--- config.mk ---
export PLATFORM = sky130hd
export DESIGN_NAME = nasti_elastic_buf_flat
export DESIGN_NICKNAME = d
export VERILOG_FILES = /design/src/rtl/nasti_elastic_buf_if.sv /design/src/rtl/nasti_elastic_buf.sv /design/src/flat_wrapper.sv
export SDC_FILE = /design/constraint.sdc
export NUM_CORES = 1
export LEC_CHECK = 0
export BUFFER_PORTS_ARGS = -buffer_cell sky130_fd_sc_hd__buf_4
export CAP_MARGIN = 20
export CORE_MARGIN = 10
export CORE_UTILIZATION = 53
export CTS_CLUSTER_SIZE = 20
export DETAILED_ROUTE_END_ITERATION = 6
export PLACE_DENSITY = 0.84
export SYNTH_ARGS = -nofsm -noshare
export SYNTH_HDL_FRONTEND = slang
export SYNTH_SLANG_ARGS = --single-unit
--- constraint.sdc ---
create_clock -name clk -period 3.5 [get_ports clk]
set_input_delay 0.175 -clock clk [delete_from_list [all_inputs] [get_ports clk]]
set_output_delay 0.175 -clock clk [all_outputs]
set_load 0.005 [all_outputs]
--- src/rtl/nasti_elastic_buf_if.sv ---
// nasti_channel: NASTI (AXI4) link carrying the five channels AW, AR, W, B, R.
//   master modport - drives AW/AR/W payload+valid, B/R ready.
//   slave  modport - drives AW/AR/W ready, B/R payload+valid.
interface nasti_channel #(
  parameter int ID_WIDTH   = 1,
  parameter int ADDR_WIDTH = 8,
  parameter int DATA_WIDTH = 8,
  parameter int USER_WIDTH = 1
);
  // write address
  logic [ID_WIDTH-1:0]     aw_id;
  logic [ADDR_WIDTH-1:0]   aw_addr;
  logic [7:0]              aw_len;
  logic [2:0]              aw_size;
  logic [1:0]              aw_burst;
  logic                    aw_lock;
  logic [3:0]              aw_cache;
  logic [2:0]              aw_prot;
  logic [3:0]              aw_qos;
  logic [3:0]              aw_region;
  logic [USER_WIDTH-1:0]   aw_user;
  logic                    aw_valid;
  logic                    aw_ready;
  // read address
  logic [ID_WIDTH-1:0]     ar_id;
  logic [ADDR_WIDTH-1:0]   ar_addr;
  logic [7:0]              ar_len;
  logic [2:0]              ar_size;
  logic [1:0]              ar_burst;
  logic                    ar_lock;
  logic [3:0]              ar_cache;
  logic [2:0]              ar_prot;
  logic [3:0]              ar_qos;
  logic [3:0]              ar_region;
  logic [USER_WIDTH-1:0]   ar_user;
  logic                    ar_valid;
  logic                    ar_ready;
  // write data
  logic [DATA_WIDTH-1:0]   w_data;
  logic [DATA_WIDTH/8-1:0] w_strb;
  logic                    w_last;
  logic [USER_WIDTH-1:0]   w_user;
  logic                    w_valid;
  logic                    w_ready;
  // write response
  logic [ID_WIDTH-1:0]     b_id;
  logic [1:0]              b_resp;
  logic [USER_WIDTH-1:0]   b_user;
  logic                    b_valid;
  logic                    b_ready;
  // read data
  logic [ID_WIDTH-1:0]     r_id;
  logic [DATA_WIDTH-1:0]   r_data;
  logic [1:0]              r_resp;
  logic                    r_last;
  logic [USER_WIDTH-1:0]   r_user;
  logic                    r_valid;
  logic                    r_ready;

  modport master (
    output aw_id, aw_addr, aw_len, aw_size, aw_burst, aw_lock, aw_cache, aw_prot,
           aw_qos, aw_region, aw_user, aw_valid,
    input  aw_ready,
    output ar_id, ar_addr, ar_len, ar_size, ar_burst, ar_lock, ar_cache, ar_prot,
           ar_qos, ar_region, ar_user, ar_valid,
    input  ar_ready,
    output w_data, w_strb, w_last, w_user, w_valid,
    input  w_ready,
    input  b_id, b_resp, b_user, b_valid,
    output b_ready,
    input  r_id, r_data, r_resp, r_last, r_user, r_valid,
    output r_ready
  );

  modport slave (
    input  aw_id, aw_addr, aw_len, aw_size, aw_burst, aw_lock, aw_cache, aw_prot,
           aw_qos, aw_region, aw_user, aw_valid,
    output aw_ready,
    input  ar_id, ar_addr, ar_len, ar_size, ar_burst, ar_lock, ar_cache, ar_prot,
           ar_qos, ar_region, ar_user, ar_valid,
    output ar_ready,
    input  w_data, w_strb, w_last, w_user, w_valid,
    output w_ready,
    output b_id, b_resp, b_user, b_valid,
    input  b_ready,
    output r_id, r_data, r_resp, r_last, r_user, r_valid,
    input  r_ready
  );
endinterface

--- src/rtl/nasti_elastic_buf.sv ---
// nasti_buf_fifo: one channel of the elastic buffer. DEPTH>0 gives a circular
// FIFO (1-cycle latency, ready = not full); DEPTH==0 is a wire pass-through.
//   in_valid/in_ready/in_data    - upstream handshake and payload
//   out_valid/out_ready/out_data - downstream handshake and payload
module nasti_buf_fifo #(
  parameter int WIDTH = 8,
  parameter int DEPTH = 2
) (
  input  logic             clk,
  input  logic             rstn,
  input  logic             in_valid,
  output logic             in_ready,
  input  logic [WIDTH-1:0] in_data,
  output logic             out_valid,
  input  logic             out_ready,
  output logic [WIDTH-1:0] out_data
);
  if (DEPTH == 0) begin : g_pass
    logic unused_clk_rst;
    assign unused_clk_rst = clk ^ rstn;
    assign out_valid      = in_valid;
    assign in_ready       = out_ready;
    assign out_data       = in_data;
  end else begin : g_buf
    localparam int PW = (DEPTH > 1) ? $clog2(DEPTH) : 1;
    localparam int CW = $clog2(DEPTH + 1);

    logic [WIDTH-1:0] mem_q [DEPTH];
    logic [PW-1:0]    wp_q, wp_d, rp_q, rp_d;
    logic [CW-1:0]    cnt_q, cnt_d;
    logic             push, pop;

    // Ready depends only on the registered count, so a pop in the same cycle
    // never opens a full FIFO: no out_ready -> in_ready combinational path.
    assign in_ready  = (cnt_q != CW'(DEPTH));
    assign out_valid = (cnt_q != '0);
    assign out_data  = mem_q[rp_q];
    assign push      = in_valid & in_ready;
    assign pop       = out_valid & out_ready;

    always_comb begin
      wp_d  = wp_q;
      rp_d  = rp_q;
      cnt_d = cnt_q;
      if (push) wp_d = (wp_q == PW'(DEPTH - 1)) ? '0 : wp_q + PW'(1);
      if (pop)  rp_d = (rp_q == PW'(DEPTH - 1)) ? '0 : rp_q + PW'(1);
      if (push && !pop)      cnt_d = cnt_q + CW'(1);
      else if (pop && !push) cnt_d = cnt_q - CW'(1);
    end

    always_ff @(posedge clk or negedge rstn) begin
      if (!rstn) begin
        wp_q  <= '0;
        rp_q  <= '0;
        cnt_q <= '0;
      end else begin
        wp_q  <= wp_d;
        rp_q  <= rp_d;
        cnt_q <= cnt_d;
      end
    end

    // Payload storage is deliberately not reset; valid masks stale entries.
    always_ff @(posedge clk) begin
      if (push) mem_q[wp_q] <= in_data;
    end
  end
endmodule

// nasti_elastic_buf: NASTI register slice / elastic buffer with per-channel
// depth and an outstanding-transaction limiter for writes and reads.
//   clk, rstn            - clock, async active-low reset
//   s                    - upstream (slave modport), all five channels
//   m                    - downstream (master modport), all five channels
//   wr_out_cnt           - writes accepted on s.aw awaiting s.b
//   rd_out_cnt           - reads accepted on s.ar awaiting the last s.r beat
module nasti_elastic_buf #(
  parameter int ID_WIDTH   = 1,
  parameter int ADDR_WIDTH = 8,
  parameter int DATA_WIDTH = 8,
  parameter int USER_WIDTH = 1,
  parameter int AW_DEPTH   = 2,
  parameter int AR_DEPTH   = 2,
  parameter int W_DEPTH    = 2,
  parameter int B_DEPTH    = 2,
  parameter int R_DEPTH    = 2,
  parameter int CNT_WIDTH  = 8,
  parameter int MAX_WR_OUT = 0,
  parameter int MAX_RD_OUT = 0
) (
  input  logic                 clk,
  input  logic                 rstn,
  nasti_channel.slave          s,
  nasti_channel.master         m,
  output logic [CNT_WIDTH-1:0] wr_out_cnt,
  output logic [CNT_WIDTH-1:0] rd_out_cnt
);
  typedef struct packed {
    logic [ID_WIDTH-1:0]   id;
    logic [ADDR_WIDTH-1:0] addr;
    logic [7:0]            len;
    logic [2:0]            size;
    logic [1:0]            burst;
    logic                  lock;
    logic [3:0]            cache;
    logic [2:0]            prot;
    logic [3:0]            qos;
    logic [3:0]            region;
    logic [USER_WIDTH-1:0] user;
  } ax_t;

  typedef struct packed {
    logic [DATA_WIDTH-1:0]   data;
    logic [DATA_WIDTH/8-1:0] strb;
    logic                    last;
    logic [USER_WIDTH-1:0]   user;
  } w_t;

  typedef struct packed {
    logic [ID_WIDTH-1:0]   id;
    logic [1:0]            resp;
    logic [USER_WIDTH-1:0] user;
  } b_t;

  typedef struct packed {
    logic [ID_WIDTH-1:0]   id;
    logic [DATA_WIDTH-1:0] data;
    logic [1:0]            resp;
    logic                  last;
    logic [USER_WIDTH-1:0] user;
  } r_t;

  ax_t aw_in, aw_out, ar_in, ar_out;
  w_t  w_in, w_out;
  b_t  b_in, b_out;
  r_t  r_in, r_out;

  logic                 aw_fifo_vld, aw_fifo_rdy, ar_fifo_vld, ar_fifo_rdy;
  logic                 wr_block, rd_block;
  logic                 aw_hs, b_hs, ar_hs, r_last_hs;
  logic [CNT_WIDTH-1:0] wr_cnt_q, wr_cnt_d, rd_cnt_q, rd_cnt_d;

  // Limiter blocks on the registered count only, so it never forms a
  // combinational loop with the response channels.
  assign wr_block = (MAX_WR_OUT > 0) && (wr_cnt_q == CNT_WIDTH'(MAX_WR_OUT));
  assign rd_block = (MAX_RD_OUT > 0) && (rd_cnt_q == CNT_WIDTH'(MAX_RD_OUT));

  // Masking valid as well as ready keeps a pass-through channel from
  // handshaking downstream while the upstream side is held off.
  assign aw_fifo_vld = s.aw_valid & ~wr_block;
  assign s.aw_ready  = aw_fifo_rdy & ~wr_block;
  assign ar_fifo_vld = s.ar_valid & ~rd_block;
  assign s.ar_ready  = ar_fifo_rdy & ~rd_block;

  assign aw_in = {s.aw_id, s.aw_addr, s.aw_len, s.aw_size, s.aw_burst, s.aw_lock,
                  s.aw_cache, s.aw_prot, s.aw_qos, s.aw_region, s.aw_user};
  assign ar_in = {s.ar_id, s.ar_addr, s.ar_len, s.ar_size, s.ar_burst, s.ar_lock,
                  s.ar_cache, s.ar_prot, s.ar_qos, s.ar_region, s.ar_user};
  assign w_in  = {s.w_data, s.w_strb, s.w_last, s.w_user};
  assign b_in  = {m.b_id, m.b_resp, m.b_user};
  assign r_in  = {m.r_id, m.r_data, m.r_resp, m.r_last, m.r_user};

  assign {m.aw_id, m.aw_addr, m.aw_len, m.aw_size, m.aw_burst, m.aw_lock,
          m.aw_cache, m.aw_prot, m.aw_qos, m.aw_region, m.aw_user} = aw_out;
  assign {m.ar_id, m.ar_addr, m.ar_len, m.ar_size, m.ar_burst, m.ar_lock,
          m.ar_cache, m.ar_prot, m.ar_qos, m.ar_region, m.ar_user} = ar_out;
  assign {m.w_data, m.w_strb, m.w_last, m.w_user}           = w_out;
  assign {s.b_id, s.b_resp, s.b_user}                       = b_out;
  assign {s.r_id, s.r_data, s.r_resp, s.r_last, s.r_user}   = r_out;

  nasti_buf_fifo #(.WIDTH($bits(ax_t)), .DEPTH(AW_DEPTH)) u_aw (
    .clk(clk), .rstn(rstn),
    .in_valid(aw_fifo_vld), .in_ready(aw_fifo_rdy), .in_data(aw_in),
    .out_valid(m.aw_valid), .out_ready(m.aw_ready), .out_data(aw_out)
  );

  nasti_buf_fifo #(.WIDTH($bits(ax_t)), .DEPTH(AR_DEPTH)) u_ar (
    .clk(clk), .rstn(rstn),
    .in_valid(ar_fifo_vld), .in_ready(ar_fifo_rdy), .in_data(ar_in),
    .out_valid(m.ar_valid), .out_ready(m.ar_ready), .out_data(ar_out)
  );

  nasti_buf_fifo #(.WIDTH($bits(w_t)), .DEPTH(W_DEPTH)) u_w (
    .clk(clk), .rstn(rstn),
    .in_valid(s.w_valid), .in_ready(s.w_ready), .in_data(w_in),
    .out_valid(m.w_valid), .out_ready(m.w_ready), .out_data(w_out)
  );

  nasti_buf_fifo #(.WIDTH($bits(b_t)), .DEPTH(B_DEPTH)) u_b (
    .clk(clk), .rstn(rstn),
    .in_valid(m.b_valid), .in_ready(m.b_ready), .in_data(b_in),
    .out_valid(s.b_valid), .out_ready(s.b_ready), .out_data(b_out)
  );

  nasti_buf_fifo #(.WIDTH($bits(r_t)), .DEPTH(R_DEPTH)) u_r (
    .clk(clk), .rstn(rstn),
    .in_valid(m.r_valid), .in_ready(m.r_ready), .in_data(r_in),
    .out_valid(s.r_valid), .out_ready(s.r_ready), .out_data(r_out)
  );

  // Outstanding counters, tracked at the upstream handshakes.
  assign aw_hs     = s.aw_valid & s.aw_ready;
  assign b_hs      = s.b_valid & s.b_ready;
  assign ar_hs     = s.ar_valid & s.ar_ready;
  assign r_last_hs = s.r_valid & s.r_ready & s.r_last;

  always_comb begin
    wr_cnt_d = wr_cnt_q;
    rd_cnt_d = rd_cnt_q;
    if (aw_hs && !b_hs)      wr_cnt_d = wr_cnt_q + CNT_WIDTH'(1);
    else if (b_hs && !aw_hs) wr_cnt_d = wr_cnt_q - CNT_WIDTH'(1);
    if (ar_hs && !r_last_hs)      rd_cnt_d = rd_cnt_q + CNT_WIDTH'(1);
    else if (r_last_hs && !ar_hs) rd_cnt_d = rd_cnt_q - CNT_WIDTH'(1);
  end

  always_ff @(posedge clk or negedge rstn) begin
    if (!rstn) begin
      wr_cnt_q <= '0;
      rd_cnt_q <= '0;
    end else begin
      wr_cnt_q <= wr_cnt_d;
      rd_cnt_q <= rd_cnt_d;
    end
  end

  assign wr_out_cnt = wr_cnt_q;
  assign rd_out_cnt = rd_cnt_q;
endmodule

--- src/flat_wrapper.sv ---
// flat-port wrapper written by rule: the top's interface ports become plain ports
module nasti_elastic_buf_flat 
#(
  parameter int ID_WIDTH   = 1,
  parameter int ADDR_WIDTH = 8,
  parameter int DATA_WIDTH = 8,
  parameter int USER_WIDTH = 1,
  parameter int AW_DEPTH   = 2,
  parameter int AR_DEPTH   = 2,
  parameter int W_DEPTH    = 2,
  parameter int B_DEPTH    = 2,
  parameter int R_DEPTH    = 2,
  parameter int CNT_WIDTH  = 8,
  parameter int MAX_WR_OUT = 0,
  parameter int MAX_RD_OUT = 0
)
  (clk, rstn, wr_out_cnt, rd_out_cnt, s_aw_id, s_aw_addr, s_aw_len, s_aw_size, s_aw_burst, s_aw_lock, s_aw_cache, s_aw_prot, s_aw_qos, s_aw_region, s_aw_user, s_aw_valid, s_aw_ready, s_ar_id, s_ar_addr, s_ar_len, s_ar_size, s_ar_burst, s_ar_lock, s_ar_cache, s_ar_prot, s_ar_qos, s_ar_region, s_ar_user, s_ar_valid, s_ar_ready, s_w_data, s_w_strb, s_w_last, s_w_user, s_w_valid, s_w_ready, s_b_id, s_b_resp, s_b_user, s_b_valid, s_b_ready, s_r_id, s_r_data, s_r_resp, s_r_last, s_r_user, s_r_valid, s_r_ready, m_aw_id, m_aw_addr, m_aw_len, m_aw_size, m_aw_burst, m_aw_lock, m_aw_cache, m_aw_prot, m_aw_qos, m_aw_region, m_aw_user, m_aw_valid, m_aw_ready, m_ar_id, m_ar_addr, m_ar_len, m_ar_size, m_ar_burst, m_ar_lock, m_ar_cache, m_ar_prot, m_ar_qos, m_ar_region, m_ar_user, m_ar_valid, m_ar_ready, m_w_data, m_w_strb, m_w_last, m_w_user, m_w_valid, m_w_ready, m_b_id, m_b_resp, m_b_user, m_b_valid, m_b_ready, m_r_id, m_r_data, m_r_resp, m_r_last, m_r_user, m_r_valid, m_r_ready);
  nasti_channel #(.ID_WIDTH(ID_WIDTH), .ADDR_WIDTH(ADDR_WIDTH), .DATA_WIDTH(DATA_WIDTH), .USER_WIDTH(USER_WIDTH)) s_i ();
  nasti_channel #(.ID_WIDTH(ID_WIDTH), .ADDR_WIDTH(ADDR_WIDTH), .DATA_WIDTH(DATA_WIDTH), .USER_WIDTH(USER_WIDTH)) m_i ();
  input  logic clk;
  input  logic rstn;
  output logic [CNT_WIDTH-1:0] wr_out_cnt;
  output logic [CNT_WIDTH-1:0] rd_out_cnt;
  input wire logic [$bits(s_i.aw_id)-1:0] s_aw_id;
  input wire logic [$bits(s_i.aw_addr)-1:0] s_aw_addr;
  input wire logic [$bits(s_i.aw_len)-1:0] s_aw_len;
  input wire logic [$bits(s_i.aw_size)-1:0] s_aw_size;
  input wire logic [$bits(s_i.aw_burst)-1:0] s_aw_burst;
  input wire logic [$bits(s_i.aw_lock)-1:0] s_aw_lock;
  input wire logic [$bits(s_i.aw_cache)-1:0] s_aw_cache;
  input wire logic [$bits(s_i.aw_prot)-1:0] s_aw_prot;
  input wire logic [$bits(s_i.aw_qos)-1:0] s_aw_qos;
  input wire logic [$bits(s_i.aw_region)-1:0] s_aw_region;
  input wire logic [$bits(s_i.aw_user)-1:0] s_aw_user;
  input wire logic [$bits(s_i.aw_valid)-1:0] s_aw_valid;
  output wire logic [$bits(s_i.aw_ready)-1:0] s_aw_ready;
  input wire logic [$bits(s_i.ar_id)-1:0] s_ar_id;
  input wire logic [$bits(s_i.ar_addr)-1:0] s_ar_addr;
  input wire logic [$bits(s_i.ar_len)-1:0] s_ar_len;
  input wire logic [$bits(s_i.ar_size)-1:0] s_ar_size;
  input wire logic [$bits(s_i.ar_burst)-1:0] s_ar_burst;
  input wire logic [$bits(s_i.ar_lock)-1:0] s_ar_lock;
  input wire logic [$bits(s_i.ar_cache)-1:0] s_ar_cache;
  input wire logic [$bits(s_i.ar_prot)-1:0] s_ar_prot;
  input wire logic [$bits(s_i.ar_qos)-1:0] s_ar_qos;
  input wire logic [$bits(s_i.ar_region)-1:0] s_ar_region;
  input wire logic [$bits(s_i.ar_user)-1:0] s_ar_user;
  input wire logic [$bits(s_i.ar_valid)-1:0] s_ar_valid;
  output wire logic [$bits(s_i.ar_ready)-1:0] s_ar_ready;
  input wire logic [$bits(s_i.w_data)-1:0] s_w_data;
  input wire logic [$bits(s_i.w_strb)-1:0] s_w_strb;
  input wire logic [$bits(s_i.w_last)-1:0] s_w_last;
  input wire logic [$bits(s_i.w_user)-1:0] s_w_user;
  input wire logic [$bits(s_i.w_valid)-1:0] s_w_valid;
  output wire logic [$bits(s_i.w_ready)-1:0] s_w_ready;
  output wire logic [$bits(s_i.b_id)-1:0] s_b_id;
  output wire logic [$bits(s_i.b_resp)-1:0] s_b_resp;
  output wire logic [$bits(s_i.b_user)-1:0] s_b_user;
  output wire logic [$bits(s_i.b_valid)-1:0] s_b_valid;
  input wire logic [$bits(s_i.b_ready)-1:0] s_b_ready;
  output wire logic [$bits(s_i.r_id)-1:0] s_r_id;
  output wire logic [$bits(s_i.r_data)-1:0] s_r_data;
  output wire logic [$bits(s_i.r_resp)-1:0] s_r_resp;
  output wire logic [$bits(s_i.r_last)-1:0] s_r_last;
  output wire logic [$bits(s_i.r_user)-1:0] s_r_user;
  output wire logic [$bits(s_i.r_valid)-1:0] s_r_valid;
  input wire logic [$bits(s_i.r_ready)-1:0] s_r_ready;
  output wire logic [$bits(m_i.aw_id)-1:0] m_aw_id;
  output wire logic [$bits(m_i.aw_addr)-1:0] m_aw_addr;
  output wire logic [$bits(m_i.aw_len)-1:0] m_aw_len;
  output wire logic [$bits(m_i.aw_size)-1:0] m_aw_size;
  output wire logic [$bits(m_i.aw_burst)-1:0] m_aw_burst;
  output wire logic [$bits(m_i.aw_lock)-1:0] m_aw_lock;
  output wire logic [$bits(m_i.aw_cache)-1:0] m_aw_cache;
  output wire logic [$bits(m_i.aw_prot)-1:0] m_aw_prot;
  output wire logic [$bits(m_i.aw_qos)-1:0] m_aw_qos;
  output wire logic [$bits(m_i.aw_region)-1:0] m_aw_region;
  output wire logic [$bits(m_i.aw_user)-1:0] m_aw_user;
  output wire logic [$bits(m_i.aw_valid)-1:0] m_aw_valid;
  input wire logic [$bits(m_i.aw_ready)-1:0] m_aw_ready;
  output wire logic [$bits(m_i.ar_id)-1:0] m_ar_id;
  output wire logic [$bits(m_i.ar_addr)-1:0] m_ar_addr;
  output wire logic [$bits(m_i.ar_len)-1:0] m_ar_len;
  output wire logic [$bits(m_i.ar_size)-1:0] m_ar_size;
  output wire logic [$bits(m_i.ar_burst)-1:0] m_ar_burst;
  output wire logic [$bits(m_i.ar_lock)-1:0] m_ar_lock;
  output wire logic [$bits(m_i.ar_cache)-1:0] m_ar_cache;
  output wire logic [$bits(m_i.ar_prot)-1:0] m_ar_prot;
  output wire logic [$bits(m_i.ar_qos)-1:0] m_ar_qos;
  output wire logic [$bits(m_i.ar_region)-1:0] m_ar_region;
  output wire logic [$bits(m_i.ar_user)-1:0] m_ar_user;
  output wire logic [$bits(m_i.ar_valid)-1:0] m_ar_valid;
  input wire logic [$bits(m_i.ar_ready)-1:0] m_ar_ready;
  output wire logic [$bits(m_i.w_data)-1:0] m_w_data;
  output wire logic [$bits(m_i.w_strb)-1:0] m_w_strb;
  output wire logic [$bits(m_i.w_last)-1:0] m_w_last;
  output wire logic [$bits(m_i.w_user)-1:0] m_w_user;
  output wire logic [$bits(m_i.w_valid)-1:0] m_w_valid;
  input wire logic [$bits(m_i.w_ready)-1:0] m_w_ready;
  input wire logic [$bits(m_i.b_id)-1:0] m_b_id;
  input wire logic [$bits(m_i.b_resp)-1:0] m_b_resp;
  input wire logic [$bits(m_i.b_user)-1:0] m_b_user;
  input wire logic [$bits(m_i.b_valid)-1:0] m_b_valid;
  output wire logic [$bits(m_i.b_ready)-1:0] m_b_ready;
  input wire logic [$bits(m_i.r_id)-1:0] m_r_id;
  input wire logic [$bits(m_i.r_data)-1:0] m_r_data;
  input wire logic [$bits(m_i.r_resp)-1:0] m_r_resp;
  input wire logic [$bits(m_i.r_last)-1:0] m_r_last;
  input wire logic [$bits(m_i.r_user)-1:0] m_r_user;
  input wire logic [$bits(m_i.r_valid)-1:0] m_r_valid;
  output wire logic [$bits(m_i.r_ready)-1:0] m_r_ready;
  assign s_i.aw_id = s_aw_id;
  assign s_i.aw_addr = s_aw_addr;
  assign s_i.aw_len = s_aw_len;
  assign s_i.aw_size = s_aw_size;
  assign s_i.aw_burst = s_aw_burst;
  assign s_i.aw_lock = s_aw_lock;
  assign s_i.aw_cache = s_aw_cache;
  assign s_i.aw_prot = s_aw_prot;
  assign s_i.aw_qos = s_aw_qos;
  assign s_i.aw_region = s_aw_region;
  assign s_i.aw_user = s_aw_user;
  assign s_i.aw_valid = s_aw_valid;
  assign s_aw_ready = s_i.aw_ready;
  assign s_i.ar_id = s_ar_id;
  assign s_i.ar_addr = s_ar_addr;
  assign s_i.ar_len = s_ar_len;
  assign s_i.ar_size = s_ar_size;
  assign s_i.ar_burst = s_ar_burst;
  assign s_i.ar_lock = s_ar_lock;
  assign s_i.ar_cache = s_ar_cache;
  assign s_i.ar_prot = s_ar_prot;
  assign s_i.ar_qos = s_ar_qos;
  assign s_i.ar_region = s_ar_region;
  assign s_i.ar_user = s_ar_user;
  assign s_i.ar_valid = s_ar_valid;
  assign s_ar_ready = s_i.ar_ready;
  assign s_i.w_data = s_w_data;
  assign s_i.w_strb = s_w_strb;
  assign s_i.w_last = s_w_last;
  assign s_i.w_user = s_w_user;
  assign s_i.w_valid = s_w_valid;
  assign s_w_ready = s_i.w_ready;
  assign s_b_id = s_i.b_id;
  assign s_b_resp = s_i.b_resp;
  assign s_b_user = s_i.b_user;
  assign s_b_valid = s_i.b_valid;
  assign s_i.b_ready = s_b_ready;
  assign s_r_id = s_i.r_id;
  assign s_r_data = s_i.r_data;
  assign s_r_resp = s_i.r_resp;
  assign s_r_last = s_i.r_last;
  assign s_r_user = s_i.r_user;
  assign s_r_valid = s_i.r_valid;
  assign s_i.r_ready = s_r_ready;
  assign m_aw_id = m_i.aw_id;
  assign m_aw_addr = m_i.aw_addr;
  assign m_aw_len = m_i.aw_len;
  assign m_aw_size = m_i.aw_size;
  assign m_aw_burst = m_i.aw_burst;
  assign m_aw_lock = m_i.aw_lock;
  assign m_aw_cache = m_i.aw_cache;
  assign m_aw_prot = m_i.aw_prot;
  assign m_aw_qos = m_i.aw_qos;
  assign m_aw_region = m_i.aw_region;
  assign m_aw_user = m_i.aw_user;
  assign m_aw_valid = m_i.aw_valid;
  assign m_i.aw_ready = m_aw_ready;
  assign m_ar_id = m_i.ar_id;
  assign m_ar_addr = m_i.ar_addr;
  assign m_ar_len = m_i.ar_len;
  assign m_ar_size = m_i.ar_size;
  assign m_ar_burst = m_i.ar_burst;
  assign m_ar_lock = m_i.ar_lock;
  assign m_ar_cache = m_i.ar_cache;
  assign m_ar_prot = m_i.ar_prot;
  assign m_ar_qos = m_i.ar_qos;
  assign m_ar_region = m_i.ar_region;
  assign m_ar_user = m_i.ar_user;
  assign m_ar_valid = m_i.ar_valid;
  assign m_i.ar_ready = m_ar_ready;
  assign m_w_data = m_i.w_data;
  assign m_w_strb = m_i.w_strb;
  assign m_w_last = m_i.w_last;
  assign m_w_user = m_i.w_user;
  assign m_w_valid = m_i.w_valid;
  assign m_i.w_ready = m_w_ready;
  assign m_i.b_id = m_b_id;
  assign m_i.b_resp = m_b_resp;
  assign m_i.b_user = m_b_user;
  assign m_i.b_valid = m_b_valid;
  assign m_b_ready = m_i.b_ready;
  assign m_i.r_id = m_r_id;
  assign m_i.r_data = m_r_data;
  assign m_i.r_resp = m_r_resp;
  assign m_i.r_last = m_r_last;
  assign m_i.r_user = m_r_user;
  assign m_i.r_valid = m_r_valid;
  assign m_r_ready = m_i.r_ready;
  nasti_elastic_buf #(.ID_WIDTH(ID_WIDTH), .ADDR_WIDTH(ADDR_WIDTH), .DATA_WIDTH(DATA_WIDTH), .USER_WIDTH(USER_WIDTH), .AW_DEPTH(AW_DEPTH), .AR_DEPTH(AR_DEPTH), .W_DEPTH(W_DEPTH), .B_DEPTH(B_DEPTH), .R_DEPTH(R_DEPTH), .CNT_WIDTH(CNT_WIDTH), .MAX_WR_OUT(MAX_WR_OUT), .MAX_RD_OUT(MAX_RD_OUT)) u_core (.clk(clk), .rstn(rstn), .s(s_i), .m(m_i), .wr_out_cnt(wr_out_cnt), .rd_out_cnt(rd_out_cnt));
endmodule
## Yosys cells after proc, flatten, opt, wreduce, memory -nomap -nowiden

Memory sizes are Yosys's and may differ from the RTL's.
Index checks and enable logic that the tools add are counted.

- Register bits: 36
- Latch bits: 0
- Bits in writable memories: 212
- ROM bits: 0
- Input port bits: 118
- Word-level logic and storage cells: 133
- Memories: 5

Memories:

| memory | words | bits a word | read ports | clocked after Yosys merged registers in | wr ports | RTL line | source |
|---|---|---|---|---|---|---|---|
| u_core.u_ar.g_buf.mem_q | 2 | 39 | 1 | 0 | 1 | nasti_elastic_buf.sv:28 | `logic [WIDTH-1:0] mem_q [DEPTH];` |
| u_core.u_aw.g_buf.mem_q | 2 | 39 | 1 | 0 | 1 | nasti_elastic_buf.sv:28 |  |
| u_core.u_r.g_buf.mem_q | 2 | 13 | 1 | 0 | 1 | nasti_elastic_buf.sv:28 |  |
| u_core.u_w.g_buf.mem_q | 2 | 11 | 1 | 0 | 1 | nasti_elastic_buf.sv:28 |  |
| u_core.u_b.g_buf.mem_q | 2 | 4 | 1 | 0 | 1 | nasti_elastic_buf.sv:28 |  |

- Add/subtract/negate cells: 24
- Multipliers: 0
- Divide/modulo/power cells: 0
- Magnitude comparators: 0
- Equal/unequal tests: 5
- Shift operators: 0
- Multiplexer cells: 34
- Bitwise operators: 11
- Reductions and logical operators: 37

Operator list:

| operator | number |
|---|---|
| 8-bit two-way mux | 4 |
| 2-bit nonzero test | 12 |
| 1-bit two-way mux | 20 |
| 2-bit two-way mux | 10 |
| 8-bit by 1-bit adder with 8-bit output (second input constant) | 2 |
| 8-bit by 1-bit subtractor with 8-bit output (second input constant) | 2 |
| 1-bit logical AND | 14 |
| 1-bit AND | 11 |
| 1-bit zero test | 11 |
| 1-bit adder (second input constant) | 10 |
| 2-bit by 1-bit adder with 2-bit output (second input constant) | 5 |
| 2-bit inequality test (second input constant) | 5 |
| 2-bit by 1-bit subtractor with 2-bit output (second input constant) | 5 |

## Logic depth before layout (Yosys ltp)

Gate-level depths: netlist (run 1).

- Depth in word-level cells: 6
- Depth in mapped cells: 11
- Depth with buffers taken out: 11

## Modules after synthesis

A second synthesis (run 1) with hierarchy kept.

- Cell total of the unflattened synthesis: 552
- Area, all modules: 9,969.6 um2

By module, submodules not included:

| module | instances | cells an instance | area an instance (um2) | seq. area each (um2) |
|---|---|---|---|---|
| nasti_buf_fifo at u_core.u_ar ... | 2 | 139 | 3,032.9 | 2,442.3 |
| nasti_elastic_buf | 1 | 134 | 1,258.7 | 400.4 |
| nasti_buf_fifo at u_core.u_r | 1 | 58 | 1,144.8 | 880.8 |
| nasti_buf_fifo at u_core.u_w | 1 | 52 | 1,003.5 | 760.7 |
| nasti_buf_fifo at u_core.u_b | 1 | 30 | 496.7 | 340.3 |

## Worst setup path after synthesis (run 1)

OpenSTA, ideal clock, no wires.

- Path type: flip-flop to flip-flop
- Start: register u_core.u_r.g_buf.rp_q
- End: register u_core.rd_cnt_q[7], in the netlist u_core.rd_out_cnt[7]
- Data arrival time: 2,642 ps
- Data required time: 3,396 ps
- Setup slack: 754 ps
- Cell stages (with the launch flop): 11
- Path buffers: 0
- Clock period less this slack: 2,746 ps
- Cell sequence: dfrtp_1 mux2_2 nand3_1 ha_1 inv_1 ha_1 a211oi_2 o21bai_2 a2111oi_4 nor3_2 o41ai_2

- Word-level cells in the longest chain between the ends: 5
- Elaborated cells between the ends (all ways): 7
- Classes of those cells: mux (1); bitwise (1); reduce/logical (4); memory (1)

Ends and longest elaborated chain:

| what | RTL line | source |
|---|---|---|
| start, declared | nasti_elastic_buf.sv:29 | `logic [PW-1:0] wp_q, wp_d, rp_q, rp_d;` |
| start signal, assigned | nasti_elastic_buf.sv:58 | `rp_q <= rp_d;` |
| memory 2 x 13 bit * | -- |  |
| net s_r_last | flat_wrapper.sv:64 | `output wire logic [$bits(s_i.r_last)-1:0] s_r_last;` |
| 1-bit AND * | nasti_elastic_buf.sv:205 | `assign r_last_hs = s.r_valid & s.r_ready & s.r_last;` |
| 1-bit zero test | nasti_elastic_buf.sv:212 | `if (ar_hs && !r_last_hs) rd_cnt_d = rd_cnt_q + CNT_WIDTH'(1);` |
| 1-bit logical AND | nasti_elastic_buf.sv:212 |  |
| 8-bit two-way mux or 2-bit nonzero test (tied branches) | -- |  |
| end signal, assigned | nasti_elastic_buf.sv:222 | `rd_cnt_q <= rd_cnt_d;` |
| end, declared | nasti_elastic_buf.sv:141 | `logic [CNT_WIDTH-1:0] wr_cnt_q, wr_cnt_d, rd_cnt_q, rd_cnt_d;` |

The timed path passes the listed nets; every way through them passes the cells marked *.
A chain may end at the register's enable or synchronous reset.

## Worst setup path after layout (run 1)

- Start: register u_core.u_ar.g_buf.cnt_q[0]
- End: register u_core.rd_cnt_q[7], in the netlist u_core.rd_out_cnt[7]

- Word-level cells in the longest chain between the ends: 5
- Elaborated cells between the ends (all ways): 7
- Classes of those cells: eq/ne (1); mux (1); bitwise (1); reduce/logical (4)

Ends and longest elaborated chain:

| what | RTL line | source |
|---|---|---|
| start, declared | nasti_elastic_buf.sv:30 | `logic [CW-1:0] cnt_q, cnt_d;` |
| start signal, assigned | nasti_elastic_buf.sv:59 | `cnt_q <= cnt_d;` |
| 2-bit inequality test * | nasti_elastic_buf.sv:35 | `assign in_ready = (cnt_q != CW'(DEPTH));` |
| 1-bit AND * | nasti_elastic_buf.sv:204 | `assign ar_hs = s.ar_valid & s.ar_ready;` |
| net u_core.ar_hs | nasti_elastic_buf.sv:140 | `logic aw_hs, b_hs, ar_hs, r_last_hs;` |
| 1-bit zero test | nasti_elastic_buf.sv:213 | `else if (r_last_hs && !ar_hs) rd_cnt_d = rd_cnt_q - CNT_WIDTH'(1);` |
| 1-bit logical AND | nasti_elastic_buf.sv:213 |  |
| 2-bit nonzero test (no source line) | -- |  |

Marked as above.

==> results of run 1 <==
[power breakdown]
group | switching [µW] | internal (µW)
Sequential | 395 | 4120
Combinational | 2280 | 2440
Clock | 1040 | 1330
Total | 3720 | 7890
[final timing paths]
| kind | startpoint | end | slack, ns |
|---|---|---|---|
| worst max-delay path | u_core.u_ar.g_buf.cnt_q[0]$_DFFE_PN0P_ | u_core.rd_out_cnt[7]$_DFFE_PN0P_ | 0.35 |
| worst min-delay path | s_ar_valid | u_core.u_ar.g_buf.wp_q$_DFFE_PN0P_ | 0.08 |
| worst max register to register | u_core.u_ar.g_buf.cnt_q[0]$_DFFE_PN0P_ | u_core.rd_out_cnt[7]$_DFFE_PN0P_ | 0.35 |
| worst min register to register | u_core.u_b.g_buf.cnt_q[1]$_DFFE_PN0P_ | u_core.u_b.g_buf.cnt_q[1]$_DFFE_PN0P_ | 0.49 |
| max in group asynchronous | rstn | u_core.u_aw.g_buf.wp_q$_DFFE_PN0P_ | 2.98 |
| min in group asynchronous | rstn | u_core.rd_out_cnt[3]$_DFFE_PN0P_ | 0.16 |
[cell usage in the layout, fill, tap and decap left out, types with 7 or more instances in the layout]
master and instances:
sky130_fd_sc_hd__nand2_1 21, sky130_fd_sc_hd__xor2_1 13, sky130_fd_sc_hd__o21ai_0 9, sky130_fd_sc_hd__a21oi_1 11, sky130_fd_sc_hd__clkbuf_16 25, sky130_fd_sc_hd__xnor2_1 23
sky130_fd_sc_hd__mux2_2 108, sky130_fd_sc_hd__edfxtp_1 212, sky130_fd_sc_hd__ha_1 20, sky130_fd_sc_hd__nor2_1 10, sky130_fd_sc_hd__dlygate4sd3_1 115, sky130_fd_sc_hd__clkbuf_1 7
sky130_fd_sc_hd__buf_4 253, sky130_fd_sc_hd__dfrtp_1 36, sky130_fd_sc_hd__inv_1 11
[routing by layer]
layer,global-route usage (%),up-vias,part of all wire (%)
met5,0,-,0
met4,5.57,0,2.2
met3,5.87,39,7.1
met2,38.7,221,56
met1,20.5,3100,35
li1,-,2873,-
[stage by stage]
step | std cells | area, µm²
detailed placement | 1020 | 12000
global placement | 1020 | 12000
floorplan | 552 | 9870
global route | 1180 | 13900
CTS | 1177 | 13900
finish | 1180 | 13900
[critical path, cell delays in order (launching register included)]
cell                        delay, ns
sky130_fd_sc_hd__dfrtp_1         0.42
sky130_fd_sc_hd__nand2b_1        0.19
sky130_fd_sc_hd__nand2_1         0.19
sky130_fd_sc_hd__inv_1           0.09
sky130_fd_sc_hd__ha_1            0.30
sky130_fd_sc_hd__inv_1           0.26
sky130_fd_sc_hd__ha_1            0.32
sky130_fd_sc_hd__a211oi_2        0.29
sky130_fd_sc_hd__o21bai_2        0.14
sky130_fd_sc_hd__a2111oi_4       0.42
sky130_fd_sc_hd__nor3_2          0.09
sky130_fd_sc_hd__o41ai_2         0.31
[final cells by class]
type	instances	area share, %
sequential	248	52.2
timing repair buffer	371	22.3
multi-input combinational	279	18.1
clock buffer	33	4.78
tap	229	2.06
clock inverter	9	0.350
inverter	11	0.297
[state kept, by name (all words and copies together) (netlist names), 2 cells and up]
register / flops
u_core.u_ar.g_buf.cnt_q: 2
u_core.rd_out_cnt: 8
u_core.u_b.g_buf.cnt_q: 2
u_core.u_w.g_buf.mem_q: 22
u_core.u_aw.g_buf.cnt_q: 2
u_core.u_r.g_buf.mem_q: 26
u_core.u_aw.g_buf.mem_q: 78
u_core.wr_out_cnt: 8
u_core.u_w.g_buf.cnt_q: 2
u_core.u_b.g_buf.mem_q: 8
u_core.u_r.g_buf.cnt_q: 2
u_core.u_ar.g_buf.mem_q: 78
[cells by family after synthesis]
| group | Yosys count | synth area share (%) |
|---|---|---|
| DFF | 248 | 73.7 |
| muxes | 109 | 12.4 |
| and+or+nand+nor | 72 | 3.83 |
| AOI/OAI and AO/OA | 40 | 2.92 |
| xor gates and xnor gates | 36 | 3.20 |
| buffers and inverters | 25 | 1.03 |
| adders and majority gates | 22 | 2.94 |
[what timing repair did]
item	4_1_cts	5_1_grt
hold endpoints to repair	256	0
gates resized for setup	0	0
endpoints found under the setup margin	0	0
hold buffers	115	0
==> flow_metrics.py, run 1 <==
metrics = {
    "worst_setup_path": {
        "kind_of_start_point_of_the_critical_path": "flop",
        "critPathMaxFanout": 8,
        "timing.setup.critical_path_class": "reg2reg",
        "critPathRequiredTime_ns": 3.90,
        "reg2reg_depth": 11,
        "worst_ep_arrival_time_ns": 3.54,
        "end_kind": "flop",
    },
    "placed_design": {
        "port_buffers": 249,
        "gp_congestion": 0.879,
        "placement.setup.worst_slack_ns": 0.417,
        "hpwl_mm": 15.8,
    },
    "timing": {
        "hold_violations": 0,
        "maxSlewHeadroom_pct": 37.7,
        "finalCriticalPeriod_ns": 3.15,
        "unrepaired_setup_endpoints_after_global_routing": "false",
        "finalSetupViolCount": 0,
        "max_slew_violation_total_from_the_final_report": 0,
        "max_clock_freq_mhz": 318,
        "min_period_over_period_pct": 89.9,
        "skew_ns": 0.0108,
        "worst_hold_slack_ns": 0.0774,
        "worst-slew-pin-transition_ns": 0.930,
        "final.setup.tns_ns": 0,
        "final.setup.worst_slack_ns": 0.353,
    },
    "clock_network": {
        "clock_tree.root_cell": "sky130_fd_sc_hd__clkbuf_16",
        "clk-insertion-delay-late_ns": 0.51,
        "clk_sinks": 248,
        "clockBufferDepth": 3,
        "clk_pin_slew_ns": 0.06,
        "post_cts_setup_driven_buffer_insertion_count": 0,
        "tritoncts": "done",
        "cts_h_tree_depth": 1,
        "tritoncts.num_buffers": 25,
    },
    "die": {
        "die_ar_mm2": 0.0245,
        "coreArea_mm2": 0.0181,
        "die-width_um": 156,
        "rows": 49,
        "start_util_pct": 54.4,
        "io-pin-count": 250,
        "dieHeight_um": 156,
    },
    "power_and_ir_drop": {
        "power_per_cell_area_mw_per_mm2": 834,
        "static_leakage_uw": 0.00549,
        "finalPower_uw": 11600,
        "worst_ir_drop_vdd_uv": 533,
    },
    "grt": {
        "grt_first_pass_wirelength_mm": 38.7,
        "grt_antenna_before_repair": 0,
        "grt_start_max_net_pins": 41,
        "global_route.overflow_total": 0,
        "via_count_of_the_first_global_routing_pass": 7012,
        "total_routing_usage_reported_by_global_routing_pct": 20.1,
    },
    "logic_synthesis": {
        "synth_edf_count": 212,
        "synth.most_common_cell": "sky130_fd_sc_hd__edfxtp_1",
        "area_share_of_the_largest_cell_type_after_synthesis_pct": 64.5,
        "synthesis.area_per_instance_um2": 17.9,
        "syn-num-nets": 692,
        "syn_inst": 552,
        "ys_top_cells_by_count": "sky130_fd_sc_hd__edfxtp_1, sky130_fd_sc_hd__mux2_2, sky130_fd_sc_hd__dfrtp_1",
        "synth-main-ff-cell": "sky130_fd_sc_hd__edfxtp_1",
        "synth-async-reset-ratio_pct": 14.5,
        "postSynthRegisterBits": 248,
        "synth_area_leader_cell": "sky130_fd_sc_hd__edfxtp_1",
        "mappedNetlistArea_mm2": 0.00987,
        "netlist-cell-type-count": 43,
        "seq_total_area_yosys_pct": 73.7,
        "synth_warnings": 0,
        "yosys-top-cells-area": "sky130_fd_sc_hd__edfxtp_1, sky130_fd_sc_hd__mux2_2, sky130_fd_sc_hd__dfrtp_1",
    },
    "drt": {
        "initialDrtViolationCount": 300,
        "detailroute.via_count": 6233,
        "drt-wirelength-per-cell_um": 21.6,
        "post_drt_via_cell_ratio": 5.28,
        "post-route-drc-count": 0,
        "postRouteWirelength_mm": 25.5,
        "drt-pass1-iter-count": 4,
        "route.antenna.remaining_nets": 0,
    },
    "finish": {
        "design.final.nets": 1076,
        "layout_overhead_on_the_synthesized_area_pct": 41.1,
        "antenna_cells": 0,
        "multiInputGateArea_mm2": 0.00251,
        "drive_above_1_share_pct": 43.3,
        "final_core_util_pct": 76.7,
        "fill_cells": 965,
        "layout.area.seq_mm2": 0.00727,
    },
    "min_path": {
        "timing.hold.worst.class": "in2reg",
        "hold_path_depth": 3,
    },
    "outcome": {
        "run_status": "complete, no violations",
    },
    "flow_run": {
        "timing.max_cap.violations": 0,
    },
}
(Power assumes the default switching activity.)
==> run 2, diff against run 1 <==
BUFFER_PORTS_ARGS = -buffer_cell sky130_fd_sc_hd__buf_2   (was -buffer_cell sky130_fd_sc_hd__buf_4)
==> run 2 against run 1 <==
Compared with the run above: flip-flop and latch count unchanged; total power down 2.3%; critical path depth did not move; register-to-register slack improved by 0.15 ns; sequential share of layout area increased by 2.0 points; via count is 0.99% lower; clock power up 14%; fmax rose by 5.0%; worst hold slack got worse by 0.028 ns; final cell count is 0.59% higher; count of clock-buffer cells in the layout rose by 5.
==> flow_metrics.py, run 2 (synthesized netlist as in run 1, its figures left out) <==
metrics = {
    "drt": {
        "route.antenna.remaining_nets": 0,
        "post_drt_via_cell_ratio": 5.20,
        "drt-wirelength-per-cell_um": 20.7,
        "drt-pass1-iter-count": 4,
        "detailroute.via_count": 6171,
        "postRouteWirelength_mm": 24.5,
        "post-route-drc-count": 0,
        "initialDrtViolationCount": 269,
    },
    "placed_design": {
        "port_buffers": 249,
        "hpwl_mm": 14.9,
        "post-place-cells": 1023,
        "gp_congestion": 0.806,
        "placement.setup.worst_slack_ns": 0.496,
    },
    "grt": {
        "via_count_of_the_first_global_routing_pass": 6755,
        "grt_first_pass_wirelength_mm": 37.4,
        "total_routing_usage_reported_by_global_routing_pct": 19.3,
        "grt_start_max_net_pins": 40,
        "grt_antenna_before_repair": 1,
        "global_route.overflow_total": 0,
    },
    "clock_network": {
        "tritoncts": "done",
        "tritoncts.num_buffers": 25,
        "clockBufferDepth": 3,
        "cts_h_tree_depth": 1,
        "clk-insertion-delay-late_ns": 0.51,
        "clock_tree.root_cell": "sky130_fd_sc_hd__clkbuf_16",
        "clk_sinks": 248,
        "clk_pin_slew_ns": 0.06,
        "post_cts_setup_driven_buffer_insertion_count": 0,
    },
    "worst_setup_path": {
        "r2r-start": "u_core.u_ar.g_buf.cnt_q[0]$_DFFE_PN0P_",
        "reg2reg_depth": 11,
        "kind_of_start_point_of_the_critical_path": "flop",
        "critPathRequiredTime_ns": 3.91,
        "worst_path_max_delay_cell": "sky130_fd_sc_hd__dfrtp_1",
        "worst-r2r-setup-slack_ns": 0.50,
        "timing.setup.critical_path_class": "reg2reg",
        "end_kind": "flop",
        "critical_path.cell_chain": "nand2b_1, nand2_1, inv_1, ha_1, inv_1, ha_1, a211oi_2, o21bai_2, a2111oi_4, nor3_2, o41ai_2",
        "worst_path_dominant_cell_family": "compound AO/OA/AOI/OAI gates",
        "slowest_delay_ns": 0.41,
        "worst_ep_arrival_time_ns": 3.40,
        "critPathMaxFanout": 8,
        "reg2reg_to": "u_core.rd_out_cnt[7]$_DFFE_PN0P_",
        "cp.buffers_inverters": 2,
    },
    "finish": {
        "fin_cells": 1187,
        "largest_registers": "u_core.u_ar.g_buf.mem_q x78, u_core.u_aw.g_buf.mem_q x78, u_core.u_r.g_buf.mem_q x26",
        "design.final.nets": 1077,
        "layout_commonest_cell": "sky130_fd_sc_hd__buf_2",
        "layout_overhead_on_the_synthesized_area_pct": 35.8,
        "drive_above_1_share_pct": 43.3,
        "layout_common_cells": "sky130_fd_sc_hd__buf_2, sky130_fd_sc_hd__edfxtp_1, sky130_fd_sc_hd__dlygate4sd3_1",
        "final_core_util_pct": 73.8,
        "fill_cells": 1066,
    },
    "timing": {
        "skew_ns": 0.0110,
        "maxSlewHeadroom_pct": 39.0,
        "max_slew_violation_total_from_the_final_report": 0,
        "final.setup.worst_slack_ns": 0.503,
        "finalCriticalPeriod_ns": 3.00,
        "hold_violations": 0,
        "worst-slew-pin-transition_ns": 0.912,
        "max_clock_freq_mhz": 334,
        "finalSetupViolCount": 0,
        "min_period_over_period_pct": 85.6,
        "worst_hold_slack_ns": 0.0497,
        "unrepaired_setup_endpoints_after_global_routing": "false",
        "final.setup.tns_ns": 0,
    },
    "power_and_ir_drop": {
        "power_per_cell_area_mw_per_mm2": 846,
        "p_seq_share_pct": 40.1,
        "switching_share_pct": 31.5,
        "cellInternalPower_uw": 7760,
        "static_leakage_uw": 0.00532,
        "power.combinational.fraction_pct": 36.2,
        "worst_ir_drop_vdd_uv": 540,
        "psw_uw": 3580,
        "pwr-share-clk_pct": 23.7,
    },
    "die": {
        "dieHeight_um": 156,
        "coreArea_mm2": 0.0181,
        "start_util_pct": 54.4,
        "die_ar_mm2": 0.0245,
        "die-width_um": 156,
        "rows": 49,
        "io-pin-count": 250,
    },
    "flow_run": {
        "timing.max_cap.violations": 0,
    },
    "min_path": {
        "worst_hold_path.endpoint": "u_core.u_ar.g_buf.wp_q$_DFFE_PN0P_",
        "hold_path_depth": 3,
        "hold_path_startpoint": "s_ar_valid",
        "timing.hold.worst.class": "in2reg",
    },
    "outcome": {
        "run_status": "complete, no violations",
    },
}
## run 2: cell types whose count changed in the layout (fill, tap and decap cells not counted), sizes merged
cell    previous run  this run
bufinv             0         3
buf              256       257
clkinv             8         4
clkbuf            33        38
diode              0         2
## run 2: timing repair
action,CTS,global route
gates resized for setup,0,0
hold buffers,115,0
endpoints found under the hold margin,256,0
## run 2: worst max-delay path by stage
stage	end	slack [ns]	start	cells past startpoint
after floorplan	u_core.rd_out_cnt[7]$_DFFE_PN0P_	0.75	u_core.u_r.g_buf.rp_q$_DFFE_PN0P_	10
after CTS	u_core.rd_out_cnt[7]$_DFFE_PN0P_	0.48	u_core.u_ar.g_buf.cnt_q[0]$_DFFE_PN0P_	11
after global placement	u_core.rd_out_cnt[7]$_DFFE_PN0P_	0.61	u_core.u_ar.g_buf.cnt_q[0]$_DFFE_PN0P_	11
after global routing	u_core.rd_out_cnt[7]$_DFFE_PN0P_	0.27	u_core.u_ar.g_buf.cnt_q[0]$_DFFE_PN0P_	11
final	u_core.rd_out_cnt[7]$_DFFE_PN0P_	0.50	u_core.u_ar.g_buf.cnt_q[0]$_DFFE_PN0P_	11
after detailed placement	u_core.rd_out_cnt[7]$_DFFE_PN0P_	0.50	u_core.u_ar.g_buf.cnt_q[0]$_DFFE_PN0P_	11
## run 2: layout make-up
cell class / count / area (µm²) / area share (%)
diodes: 2 / 5.00 / 0.0374
clock buffers: 38 / 714 / 5.33
repair buffers: 372 / 2460 / 18.3
flip-flops and latches: 248 / 7270 / 54.2
inverters: 11 / 41.3 / 0.308
clock inverters: 8 / 115 / 0.859
multi-input cells: 279 / 2510 / 18.8
well taps: 229 / 287 / 2.14
## run 2: layer usage
layer  track usage (%)  routed length, µm  vias up
li1                  -                  -     2880
met1              20.6               8920     3014
met2              36.1              13100      231
met3              5.62               1890       46
met4              5.84                668        0
met5                 0                  0        -
## run 2: worst register-to-register path, stage by stage (launching register included)
cell and delay (ns):
sky130_fd_sc_hd__dfrtp_1 0.41, sky130_fd_sc_hd__nand2b_1 0.19, sky130_fd_sc_hd__nand2_1 0.17, sky130_fd_sc_hd__inv_1 0.10, sky130_fd_sc_hd__ha_1 0.29, sky130_fd_sc_hd__inv_1 0.26
sky130_fd_sc_hd__ha_1 0.31, sky130_fd_sc_hd__a211oi_2 0.28, sky130_fd_sc_hd__o21bai_2 0.13, sky130_fd_sc_hd__a2111oi_4 0.39, sky130_fd_sc_hd__nor3_2 0.08, sky130_fd_sc_hd__o41ai_2 0.29
## run 2: stage by stage
stage               cell area (µm²)  total power [µW]
detailed placement            11400              8550
floorplan                      9870              7090
CTS                           13400             11300
global placement              11400              8410
global route                  13400             12000
finish                        13400             11300
## run 2: power by group through the flow
stage	clock network (µW)	logic [µW]	registers, µW
2_1_floorplan	0	2640	4450
3_3_place_gp	0	3900	4520
3_5_place_dp	0	3970	4580
4_1_cts	2700	4100	4520
5_1_grt	2820	4520	4630
6_report	2690	4110	4550
==> run 3, diff against run 2 <==
CELL_PAD_IN_SITES_DETAIL_PLACEMENT = 1   (was unset)
CELL_PAD_IN_SITES_GLOBAL_PLACEMENT = 1   (was unset)
CORE_UTILIZATION = 44   (was 53)
==> run 3 against run 2 <==
Compared with the run above: via count increased by 0.29%; largest cell class unchanged; critical endpoint unchanged; cell area increased by 0.97%; worst hold slack got worse by 0.033 ns; register-to-register slack improved by 0.03 ns; sequential power about the same; highest routed layer is now met5; global-route usage decreased by 0.77 points; routed wire length increased by 13%; fmax increased by 1.0%.
==> flow_metrics.py, run 3 (synthesized netlist as in run 1, its figures left out) <==
metrics = {
    "outcome": {
        "run_status": "complete, no violations",
    },
    "drt": {
        "initialDrtViolationCount": 289,
        "drt-pass1-iter-count": 4,
        "detailroute.via_count": 6189,
        "top_layer_used": "met5",
        "post_drt_via_cell_ratio": 5.00,
        "drt-wirelength-per-cell_um": 22.3,
        "wl_met1_mm": 10.1,
        "met2RoutedLength_mm": 15.3,
        "route.antenna.remaining_nets": 0,
        "met3_wirelength_mm": 1.85,
        "post-route-drc-count": 0,
        "postRouteWirelength_mm": 27.6,
    },
    "die": {
        "io-pin-count": 250,
        "die-width_um": 170,
        "rows": 54,
        "coreArea_mm2": 0.0220,
        "dieHeight_um": 170,
        "start_util_pct": 44.9,
        "die_ar_mm2": 0.0288,
    },
    "clock_network": {
        "cts_hold_buffers": 114,
        "clk_pin_slew_ns": 0.06,
        "clockBufferDepth": 3,
        "cts.repair.resized": 0,
        "cts_h_tree_depth": 1,
        "tritoncts.num_buffers": 27,
        "clk-insertion-delay-late_ns": 0.52,
        "tritoncts": "done",
        "post_cts_setup_driven_buffer_insertion_count": 0,
        "clock_tree.root_cell": "sky130_fd_sc_hd__clkbuf_16",
        "clk_sinks": 248,
    },
    "timing": {
        "unrepaired_setup_endpoints_after_global_routing": "false",
        "min_period_over_period_pct": 84.8,
        "worst-slew-pin-transition_ns": 0.959,
        "finalCriticalPeriod_ns": 2.97,
        "skew_ns": 0.0129,
        "max_clock_freq_mhz": 337,
        "max_slew_violation_total_from_the_final_report": 0,
        "hold_violations": 0,
        "final.setup.tns_ns": 0,
        "finalSetupViolCount": 0,
        "maxSlewHeadroom_pct": 35.8,
    },
    "flow_run": {
        "timing.max_cap.violations": 0,
    },
    "finish": {
        "layout_commonest_cell": "sky130_fd_sc_hd__buf_2",
        "design.final.nets": 1077,
        "fin_cells": 1239,
        "drive_above_1_share_pct": 43.9,
        "largest_registers": "u_core.u_ar.g_buf.mem_q x78, u_core.u_aw.g_buf.mem_q x78, u_core.u_r.g_buf.mem_q x26",
        "layout_overhead_on_the_synthesized_area_pct": 37.1,
        "layout_common_cells": "sky130_fd_sc_hd__buf_2, sky130_fd_sc_hd__edfxtp_1, sky130_fd_sc_hd__dlygate4sd3_1",
    },
    "worst_setup_path": {
        "end_kind": "flop",
        "worst_path_max_delay_cell": "sky130_fd_sc_hd__dfrtp_1",
        "worst_ep_arrival_time_ns": 3.39,
        "slowest_delay_ns": 0.41,
        "worst_path_dominant_cell_family": "compound AO/OA/AOI/OAI gates",
        "worst-r2r-setup-slack_ns": 0.53,
        "critPathMaxFanout": 8,
        "cp.buffers_inverters": 2,
        "kind_of_start_point_of_the_critical_path": "flop",
        "timing.setup.critical_path_class": "reg2reg",
        "critPathRequiredTime_ns": 3.93,
        "critical_path.cell_chain": "nand2b_1, nand2_1, inv_1, ha_1, inv_1, ha_1, a211oi_2, o21bai_2, a2111oi_4, nor3_2, o41ai_2",
    },
    "grt": {
        "total_routing_usage_reported_by_global_routing_pct": 18.6,
        "grt_start_max_net_pins": 41,
        "global_route.overflow_total": 0,
        "grt_first_pass_wirelength_mm": 42.0,
        "grt_antenna_before_repair": 2,
        "via_count_of_the_first_global_routing_pass": 7029,
    },
    "power_and_ir_drop": {
        "static_leakage_uw": 0.00535,
        "finalPower_uw": 11700,
        "power_per_cell_area_mw_per_mm2": 864,
        "worst_ir_drop_vdd_uv": 597,
    },
    "placed_design": {
        "gp_congestion": 0.805,
        "port_buffers": 249,
        "hpwl_mm": 17.3,
        "post-place-cells": 1073,
    },
    "min_path": {
        "timing.hold.worst.class": "in2reg",
    },
}
-- run 3: worst paths after layout --
| check | from | end | cells past startpoint |
|---|---|---|---|
| max in group asynchronous | rstn | u_core.u_w.g_buf.rp_q$_DFFE_PN0P_ | 2 |
| min in group asynchronous | rstn | u_core.wr_out_cnt[3]$_DFFE_PN0P_ | 2 |
| hold / removal | s_b_ready | u_core.u_b.g_buf.rp_q$_DFFE_PN0P_ | 3 |
| setup / recovery | u_core.u_ar.g_buf.cnt_q[0]$_DFFE_PN0P_ | u_core.rd_out_cnt[7]$_DFFE_PN0P_ | 11 |
| setup reg to reg | u_core.u_ar.g_buf.cnt_q[0]$_DFFE_PN0P_ | u_core.rd_out_cnt[7]$_DFFE_PN0P_ | 11 |
| hold reg to reg | u_core.u_aw.g_buf.cnt_q[1]$_DFFE_PN0P_ | u_core.u_aw.g_buf.cnt_q[1]$_DFFE_PN0P_ | 1 |
-- run 3: area by class of cell --
type	count	area, µm²
Inverter	11	41.3
Tap cell	280	350
Timing Repair Buffer	370	2440
Clock buffer	30	687
Sequential cell	248	7270
Multi-Input combinational cell	279	2510
Antenna cell	1	2.50
Fill cell	2062	8430
Clock inverter	20	228
-- run 3: per-layer routing --
metal / vias up / global-route usage, %
li1: 2874 / -
met1: 3088 / 20.3
met2: 189 / 35.1
met3: 36 / 4.84
met4: 2 / 4.20
met5: - / 0
-- run 3: through the flow --
step | instance area, µm² | hold WS [ns] | setup WS [ns] | util, %
CTS | 13500 | 0.00165 | 0.501 | 61.6
global route | 13500 | 0.00989 | 0.310 | 61.6
global placement | 11500 | 0.346 | 0.557 | 52.2
finish | 13500 | 0.0171 | 0.534 | 61.6
detailed placement | 11500 | 0.345 | 0.497 | 52.2
floorplan | 9870 | -0.121 | 0.754 | -
-- run 3: worst min-delay path, cell delays in order --
cell                      delay (ns)
sky130_fd_sc_hd__buf_2          0.10
sky130_fd_sc_hd__nand2_1        0.13
sky130_fd_sc_hd__xnor2_1        0.08
-- run 3: report_power, final --
| group | switching [µW] | internal [µW] |
|---|---|---|
| clock network | 1160 | 1780 |
| logic | 2210 | 2020 |
| registers | 400 | 4130 |
